--- src/rtl/uart_tx.sv ---
// uart_tx: 8-bit asynchronous serial transmitter with a one-entry holding
// register. Frame: start(0), 8 data bits LSB first, optional parity, stop(1).
// data_out, tx_busy and tx_ready are registered, so the line trails the FSM
// state by one clock. Every bit period therefore lasts exactly CLK_DIV cycles,
// and back-to-back frames butt together with no gap.
module uart_tx #(
  parameter int CLK_DIV    = 625,
  parameter int PARITY_EN  = 1,
  parameter int PARITY_ODD = 0
) (
  input  logic       CLK,
  input  logic       RST,
  input  logic [7:0] tx_data,
  input  logic       tx_valid,
  output logic       tx_ready,
  output logic       data_out,
  output logic       tx_busy,
  output logic       parity_led
);

  localparam int CW = (CLK_DIV > 1) ? $clog2(CLK_DIV) : 1;
  localparam logic [CW-1:0] BAUD_MAX = CW'(CLK_DIV - 1);
  localparam logic [CW-1:0] BAUD_ONE = CW'(1);
  localparam logic          PAR_EN   = (PARITY_EN != 0);
  localparam logic          PAR_ODD  = (PARITY_ODD != 0);

  typedef enum logic [2:0] {
    S_IDLE   = 3'd0,
    S_START  = 3'd1,
    S_DATA   = 3'd2,
    S_PARITY = 3'd3,
    S_STOP   = 3'd4
  } state_t;

  state_t        state_q, state_d;
  logic [CW-1:0] baud_q, baud_d;
  logic [2:0]    bit_idx_q, bit_idx_d;
  logic [7:0]    shift_q, shift_d;
  logic          par_bit_q, par_bit_d;
  logic [7:0]    hold_q, hold_d;
  logic          hold_full_q, hold_full_d;
  logic          led_q, led_d;
  logic          dout_q, dout_d;
  logic          ready_q, ready_d;
  logic          busy_q, busy_d;

  logic baud_end;
  logic load;
  logic accept;

  // Next-state, holding-register and line-output logic.
  always_comb begin
    state_d     = state_q;
    baud_d      = baud_q;
    bit_idx_d   = bit_idx_q;
    shift_d     = shift_q;
    par_bit_d   = par_bit_q;
    hold_d      = hold_q;
    hold_full_d = hold_full_q;
    led_d       = led_q;
    dout_d      = 1'b1;
    load        = 1'b0;
    baud_end    = (baud_q == BAUD_MAX);
    accept      = tx_valid && ready_q;
    busy_d      = (state_q != S_IDLE);

    case (state_q)
      S_IDLE: begin
        dout_d = 1'b1;
        baud_d = '0;
        if (hold_full_q) begin
          load    = 1'b1;
          state_d = S_START;
        end
      end
      S_START: begin
        dout_d = 1'b0;
        if (baud_end) begin
          baud_d    = '0;
          bit_idx_d = 3'd0;
          state_d   = S_DATA;
        end else begin
          baud_d = baud_q + BAUD_ONE;
        end
      end
      S_DATA: begin
        dout_d = shift_q[bit_idx_q];
        if (baud_end) begin
          baud_d = '0;
          if (bit_idx_q == 3'd7) begin
            bit_idx_d = 3'd0;
            state_d   = PAR_EN ? S_PARITY : S_STOP;
          end else begin
            bit_idx_d = bit_idx_q + 3'd1;
          end
        end else begin
          baud_d = baud_q + BAUD_ONE;
        end
      end
      S_PARITY: begin
        dout_d = par_bit_q;
        if (baud_end) begin
          baud_d  = '0;
          state_d = S_STOP;
        end else begin
          baud_d = baud_q + BAUD_ONE;
        end
      end
      S_STOP: begin
        dout_d = 1'b1;
        if (baud_end) begin
          baud_d = '0;
          if (hold_full_q) begin
            load    = 1'b1;
            state_d = S_START;
          end else begin
            state_d = S_IDLE;
          end
        end else begin
          baud_d = baud_q + BAUD_ONE;
        end
      end
      default: begin
        state_d = S_IDLE;
        baud_d  = '0;
      end
    endcase

    // Loading and accepting are mutually exclusive: accept needs an empty register.
    if (load) begin
      shift_d     = hold_q;
      par_bit_d   = (^hold_q) ^ PAR_ODD;
      led_d       = PAR_EN ? ((^hold_q) ^ PAR_ODD) : 1'b0;
      hold_full_d = 1'b0;
    end
    if (accept) begin
      hold_d      = tx_data;
      hold_full_d = 1'b1;
    end

    // Held low on the unload edge so ready reappears together with the start bit.
    ready_d = !hold_full_d && !load;
  end

  // State and datapath registers with synchronous reset.
  always_ff @(posedge CLK) begin
    if (RST) begin
      state_q     <= S_IDLE;
      baud_q      <= '0;
      bit_idx_q   <= 3'd0;
      shift_q     <= 8'h00;
      par_bit_q   <= 1'b0;
      hold_q      <= 8'h00;
      hold_full_q <= 1'b0;
      led_q       <= 1'b0;
      dout_q      <= 1'b1;
      ready_q     <= 1'b1;
      busy_q      <= 1'b0;
    end else begin
      state_q     <= state_d;
      baud_q      <= baud_d;
      bit_idx_q   <= bit_idx_d;
      shift_q     <= shift_d;
      par_bit_q   <= par_bit_d;
      hold_q      <= hold_d;
      hold_full_q <= hold_full_d;
      led_q       <= led_d;
      dout_q      <= dout_d;
      ready_q     <= ready_d;
      busy_q      <= busy_d;
    end
  end

  assign tx_ready   = ready_q;
  assign data_out   = dout_q;
  assign tx_busy    = busy_q;
  assign parity_led = led_q;

endmodule
--- config.mk ---
export PLATFORM = sky130hd
export DESIGN_NAME = uart_tx
export DESIGN_NICKNAME = d
export VERILOG_FILES = /design/src/rtl/uart_tx.sv
export SDC_FILE = /design/constraint.sdc
export NUM_CORES = 1
export LEC_CHECK = 0
export ABC_AREA = 1
export CORE_MARGIN = 1
export CORE_UTILIZATION = 56
export DETAILED_ROUTE_END_ITERATION = 7
export DONT_BUFFER_PORTS = 1
export MAX_ROUTING_LAYER = met4
export PLACE_DENSITY = 0.74
export SLEW_MARGIN = 15
export SYNTH_ARGS = -nofsm -noshare
export SYNTH_HDL_FRONTEND = slang
export SYNTH_SLANG_ARGS = --single-unit
--- constraint.sdc ---
create_clock -name CLK -period 1.2 [get_ports CLK]
set_input_delay 0.24 -clock CLK [delete_from_list [all_inputs] [get_ports CLK]]
set_output_delay 0.24 -clock CLK [all_outputs]
set_load 0.05 [all_outputs]
# Word level (Yosys, flattened, before mapping)
# Cells that the tools add are included.
[op_classes]
add_sub_neg = 2
n_bitwise = 1
muxes = 20
eq_ne = 12
reduce_logical = 12
n_lt_le_gt_ge = 1
[op_table]
columns = ["cell", "count"]
rows = [
  ["$mux W3", 9],
  ["$pmux W3 S5", 1],
  ["$ne A2 B2 Y1 const B", 6],
  ["$add A10 B1 Y10 const B", 1],
  ["$eq A10 B10 Y1 const B", 1],
  ["$reduce_xor A8 Y1", 1],
  ["$eq A3 B2 Y1 const B", 2],
  ["$eq A3 B3 Y1 const B", 2],
  ["$mux W1", 6],
  ["$pmux W3 S2", 1],
  ["$reduce_and A6 Y1", 1],
  ["$lt A3 B4 Y1 const B", 1],
  ["$reduce_or A4 Y1", 1],
  ["$add A3 B1 Y3 const B", 1],
  ["$bmux W1 S3", 1],
  ["$eq A3 B1 Y1 const B", 1],
  ["$logic_not A3 Y1", 1],
  ["$pmux W1 S3", 1],
  ["$reduce_and A3 Y1", 1],
  ["$reduce_bool A3 Y1", 1],
  ["$reduce_or A3 Y1", 1],
  ["$logic_and A1 B1 Y1", 2],
  ["$logic_not A1 Y1", 2],
  ["$pmux W1 S2", 1],
  ["2 further kinds", 2],
]
[totals]
output_inout_bits = 4
ff_bits = 37
in_bits = 11
word_cells = 58

# Depth between registers and ports, before layout
[logic_depth]
ltp_word = 7
ltp_mapped = 10
ltp_nobuf = 10

# Worst setup path before layout
# Ideal clock, no wire load.
[synth_timing]
kind = "flip-flop to flip-flop"
startpoint = "register ready_q (netlist: tx_ready)"
endpoint = "register hold_q[6]"
path_slack_ns = -0.195
setup_time_ns = 0.128
n_path_buf = 1
t_arrival_ns = 1.267
required_ns = 1.072
synth_period_minus_slack_ns = 1.395
path_stages_with_launch = 5
cell_sequence = "dfxtp_1 -> nand2_1 -> clkbuf_1 -> o21ai_0 -> a21oi_1"
[synth_via]
elab_chain_len = 1
[synth_lines]
columns = ["element", "line", "source"]
rows = [
  ["start: declaration", "44", "logic ready_q, ready_d;"],
  ["start signal: assignment", "169", "ready_q <= ready_d;"],
  ["$logic_and A1 B1 Y1", "64", "accept = tx_valid && ready_q;"],
  ["end signal: assignment", "165", "hold_q <= hold_d;"],
  ["end: declaration", "40", "logic [7:0] hold_q, hold_d;"],
]
# Every way passes these cells.
# A chain may end at the register's enable or synchronous reset.

# Worst setup path after layout
[layout_timing]
startpoint = "register baud_q[0]"
endpoint = "register bit_idx_q[2]"
[layout_via]
elab_chain_len = 3
elab_cells_between_ends = 4
cone_classes = "eq/ne (3); reduce/logical (1)"
[layout_lines]
columns = ["element", "line", "source"]
rows = [
  ["start: declaration", "36", "logic [CW-1:0] baud_q, baud_d;"],
  ["start signal: assignment", "161", "baud_q <= baud_d;"],
  ["$eq A10 B10 Y1 *", "63", "baud_end = (baud_q == BAUD_MAX);"],
  ["$ne A2 B2 Y1 (no line)", "--", ""],
  ["$reduce_and A3 Y1 (no line) *", "--", ""],
  ["end signal: assignment", "162", "bit_idx_q <= bit_idx_d;"],
  ["end: declaration", "37", "logic [2:0] bit_idx_q, bit_idx_d;"],
]
# Mark *: on every way between the ends. The rest lies on a longest branch, timed or not.

==> flow_results.xml <==
<?xml version="1.0" encoding="UTF-8"?>
<metrics>
  <group name="outcome">
    <metric name="result_of_the_run" unit="">finished with violations</metric>
    <metric name="failed_checks" unit="">hold timing, setup timing</metric>
  </group>
  <group name="flow_run">
    <metric name="cap_violations" unit="">0</metric>
  </group>
  <group name="logic_synthesis">
    <metric name="post_synth_edffs" unit="">0</metric>
    <metric name="ys_ff_latch" unit="">37</metric>
    <metric name="synthTopCellsByArea" unit="">sky130_fd_sc_hd__dfxtp_1 (42%), sky130_fd_sc_hd__nand2_1 (15%), sky130_fd_sc_hd__nor2_1 (7.4%), sky130_fd_sc_hd__inv_1 (6.2%), sky130_fd_sc_hd__a21oi_1 (5.7%)</metric>
    <metric name="synth_area_per_cell" unit="um^2">6.97</metric>
    <metric name="ys_top_cells_by_count" unit="">sky130_fd_sc_hd__nand2_1 (71), sky130_fd_sc_hd__dfxtp_1 (37), sky130_fd_sc_hd__nor2_1 (35)</metric>
    <metric name="synthesis.instances" unit="">254</metric>
    <metric name="yosys_warnings" unit="">0</metric>
    <metric name="most_common_cell_in_the_synthesized_netlist" unit="">sky130_fd_sc_hd__nand2_1</metric>
    <metric name="post-synth-top-area-fraction" unit="%">41.9</metric>
    <metric name="post_synth_num_cell_types" unit="">26</metric>
    <metric name="syn-num-nets" unit="">269</metric>
    <metric name="synthArstFlopShare" unit="%">0</metric>
    <metric name="synth.yosys.seq_area_share" unit="%">41.9</metric>
    <metric name="post_synth_instance_area" unit="um^2">1770</metric>
    <metric name="synth_largest_area_cell" unit="">sky130_fd_sc_hd__dfxtp_1</metric>
    <metric name="synth-main-ff-cell" unit="">sky130_fd_sc_hd__dfxtp_1</metric>
  </group>
  <group name="hold_path">
    <metric name="hold_start" unit="">RST</metric>
    <metric name="hold-path-cell-count" unit="">1</metric>
    <metric name="hold_path.class" unit="">in -&gt; reg</metric>
  </group>
  <group name="die">
    <metric name="starting_density" unit="%">58.4</metric>
    <metric name="dieHeight" unit="um">58.2</metric>
    <metric name="core_footprint" unit="um^2">3030</metric>
    <metric name="design.portCount" unit="">15</metric>
    <metric name="num_rows" unit="">20</metric>
    <metric name="dieArea" unit="um^2">3390</metric>
    <metric name="die_x" unit="um">58.2</metric>
  </group>
  <group name="critical_path">
    <metric name="timing.reg2reg.worst_path_depth" unit="">9</metric>
    <metric name="critPathArrivalTime" unit="ns">1.52</metric>
    <metric name="cp-start-kind" unit="">flip-flop</metric>
    <metric name="crit-reg2reg-capture" unit="">bit_idx_q[2]</metric>
    <metric name="worst_r2r_startpoint" unit="">baud_q[0]</metric>
    <metric name="worstSetupStartpoint" unit="">baud_q[0]</metric>
    <metric name="criticalPathCategory" unit="">reg -&gt; reg</metric>
    <metric name="regToRegSetupSlack" unit="ns">-0.08</metric>
    <metric name="critPathCapture" unit="">bit_idx_q[2]</metric>
    <metric name="worst-path-max-fanout" unit="">6</metric>
    <metric name="endpoint_kind" unit="">flip-flop</metric>
    <metric name="critical_path_required" unit="ns">1.44</metric>
  </group>
  <group name="sta">
    <metric name="fmax" unit="MHz">784</metric>
    <metric name="number_of_failing_setup_endpoints_in_the_final_timing_report" unit="">24</metric>
    <metric name="worst_pin_slew" unit="ns">0.259</metric>
    <metric name="report.final.slew_viol_count" unit="">0</metric>
    <metric name="grt_setup_unrepaired" unit="">yes</metric>
    <metric name="final-hold-violation-count" unit="">11</metric>
    <metric name="worst_setup_margin" unit="ns">-0.0759</metric>
    <metric name="post-route-min-period" unit="ns">1.28</metric>
    <metric name="finalHoldWorstSlack" unit="ns">-0.0477</metric>
    <metric name="clock_skew" unit="ns">0.00930</metric>
    <metric name="slew-limit-headroom" unit="%">82.8</metric>
    <metric name="post-route-period-util" unit="%">106</metric>
  </group>
  <group name="grt">
    <metric name="grt_start_max_net_pins" unit="">15</metric>
    <metric name="grt_pass1_wl" unit="mm">5.68</metric>
    <metric name="grt_pass1_vias" unit="">1359</metric>
    <metric name="gr-total-overflow" unit="">0</metric>
    <metric name="grt.total_usage" unit="%">22.6</metric>
    <metric name="antenna_violations_before_repair" unit="">0</metric>
  </group>
  <group name="finish">
    <metric name="fillCellCount" unit="">270</metric>
    <metric name="multiInputGateArea" unit="um^2">976</metric>
    <metric name="drive_above_1_share" unit="%">22.4</metric>
    <metric name="layout.cells.non_filler" unit="">325</metric>
    <metric name="layout.area.seq" unit="um^2">749</metric>
    <metric name="layout-area-overhead-vs-synth" unit="%">20.0</metric>
    <metric name="antenna_fix_cells" unit="">0</metric>
    <metric name="num-nets-final" unit="">297</metric>
  </group>
  <group name="cts">
    <metric name="clk_latency" unit="ns">0.34</metric>
    <metric name="clock-sinks" unit="">37</metric>
    <metric name="cts_made_buffers" unit="">5</metric>
    <metric name="cts_buffer_depth" unit="">2</metric>
    <metric name="cts_tree" unit="">built</metric>
    <metric name="cts_max_level" unit="">2</metric>
    <metric name="cts.clk_slew.worst_paths" unit="ns">0.10</metric>
    <metric name="clockRootBuffer" unit="">sky130_fd_sc_hd__clkbuf_4</metric>
  </group>
  <group name="power_and_ir_drop">
    <metric name="combinational_cell_fraction_of_total_power" unit="%">40.0</metric>
    <metric name="power_density" unit="nW/um^2">1720</metric>
    <metric name="power.sequential.fraction" unit="%">43.9</metric>
    <metric name="leakagePower" unit="nW">0.903</metric>
    <metric name="p_sw_share" unit="%">40.2</metric>
    <metric name="power.switching" unit="mW">1.47</metric>
    <metric name="clock_power_share" unit="%">16.1</metric>
    <metric name="vdd_drop_max" unit="mV">0.933</metric>
    <metric name="p_int" unit="mW">2.19</metric>
  </group>
  <group name="placement">
    <metric name="place_congestion" unit="">0.824</metric>
    <metric name="detailedPlace.worstSlack" unit="ns">-0.0935</metric>
    <metric name="portBuffers" unit="">0</metric>
    <metric name="dp.cells" unit="">314</metric>
    <metric name="place_hpwl" unit="mm">2.29</metric>
  </group>
  <group name="detailed_routing">
    <metric name="wl" unit="mm">3.32</metric>
    <metric name="wl_per_cell" unit="um">10.2</metric>
    <metric name="detailedRoute.firstPassIterationCount" unit="">4</metric>
    <metric name="first_iter_violations" unit="">54</metric>
    <metric name="final_antenna_net_count" unit="">0</metric>
    <metric name="route.detailed.drc" unit="">0</metric>
    <metric name="route.detailed.vias_per_inst" unit="">4.74</metric>
    <metric name="num_vias" unit="">1541</metric>
  </group>
</metrics>
## cell usage in the layout (no fill, tap or decap), drive strengths merged, types with 4 or more instances in the layout
cell,count
buf,24
o21ai,15
ha,4
nand3,18
a21oi,20
clkbuf,5
xor2,4
nand2,75
dfxtp,37
inv,31
nor2,40
## worst min path at each step
stage / to
2_1_floorplan: shift_q[7]
3_3_place_gp: shift_q[6]
3_5_place_dp: shift_q[2]
4_1_cts: tx_busy
5_1_grt: tx_busy
6_report: tx_busy
## critical path, cell delays in order, from the launching register on
cell and delay [ns]:
sky130_fd_sc_hd__dfxtp_2 0.34, sky130_fd_sc_hd__inv_2 0.07, sky130_fd_sc_hd__ha_4 0.14, sky130_fd_sc_hd__nand2_4 0.05
sky130_fd_sc_hd__nor2_4 0.09, sky130_fd_sc_hd__nand3_4 0.13, sky130_fd_sc_hd__nor2_4 0.19, sky130_fd_sc_hd__nand2_1 0.07
sky130_fd_sc_hd__o21ai_1 0.07, sky130_fd_sc_hd__nor2_1 0.05
## final cells by class
type	instances	share of cell area (%)
Multi-Input combinational cell	183	46.0
Inverter	31	5.48
Clock buffer	5	1.77
Tap cell	44	2.59
Timing Repair Buffer	24	8.66
Clock inverter	1	0.236
Sequential cell	37	35.3
## timing repair
action                     in CTS  in global routing
hold endpoints to repair       12                 12
setup buffers                   1                  4
resized for setup              15                 10
pin swaps                       4                  3
setup endpoints to repair      28                 28
## per-layer routing
metal	global-route usage, %	up-vias	routed length, um
met4	10.2	0	40
li1	-	853	-
met1	29.1	661	1670
met2	34.2	22	1500
met5	-	-	0
met3	4.69	5	113
## sequential cells by signal, summed over array words and instances (netlist names)
register and count:
bit_idx_q 3, shift_q 8, state_q 3, hold_full_q 1, parity_led 1, data_out 1
baud_q 10, hold_q 8, tx_busy 1, tx_ready 1
## stage by stage
step / instance area [um^2] / power [mW] / hold slack, ns / setup TNS, ns / utilization (%)
finish: 2120 / 3.66 / -0.0477 / -1.09 / 70.1
global route: 2120 / 3.95 / -0.0709 / -3.42 / 70.1
CTS: 2060 / 3.55 / -0.0671 / -1.48 / 68.1
detailed placement: 1960 / 2.90 / 0.313 / -1.34 / 64.8
global placement: 1960 / 2.89 / 0.311 / -1.06 / 64.8
floorplan: 1780 / 2.54 / 0.309 / -0.200 / -
## logic make-up after synthesis
logic type / Yosys count / synth area share [%]
DFF: 37 / 41.9
and+or+nand+nor: 135 / 33.9
adders and majority gates: 4 / 2.83
AOI/OAI and AO/OA: 38 / 11.1
xor gates and xnor gates: 5 / 2.48
muxes: 1 / 0.566
buffers and inverters: 34 / 7.28
## power by group through the flow
stage / clock network, mW / logic, mW / registers [mW]
global route: 0.647 / 1.68 / 1.63
global placement: 0 / 1.28 / 1.60
finish: 0.588 / 1.46 / 1.61
floorplan: 0 / 0.905 / 1.64
detailed placement: 0 / 1.30 / 1.60
CTS: 0.611 / 1.35 / 1.58
Note: power is estimated with default switching activity, not from simulation.
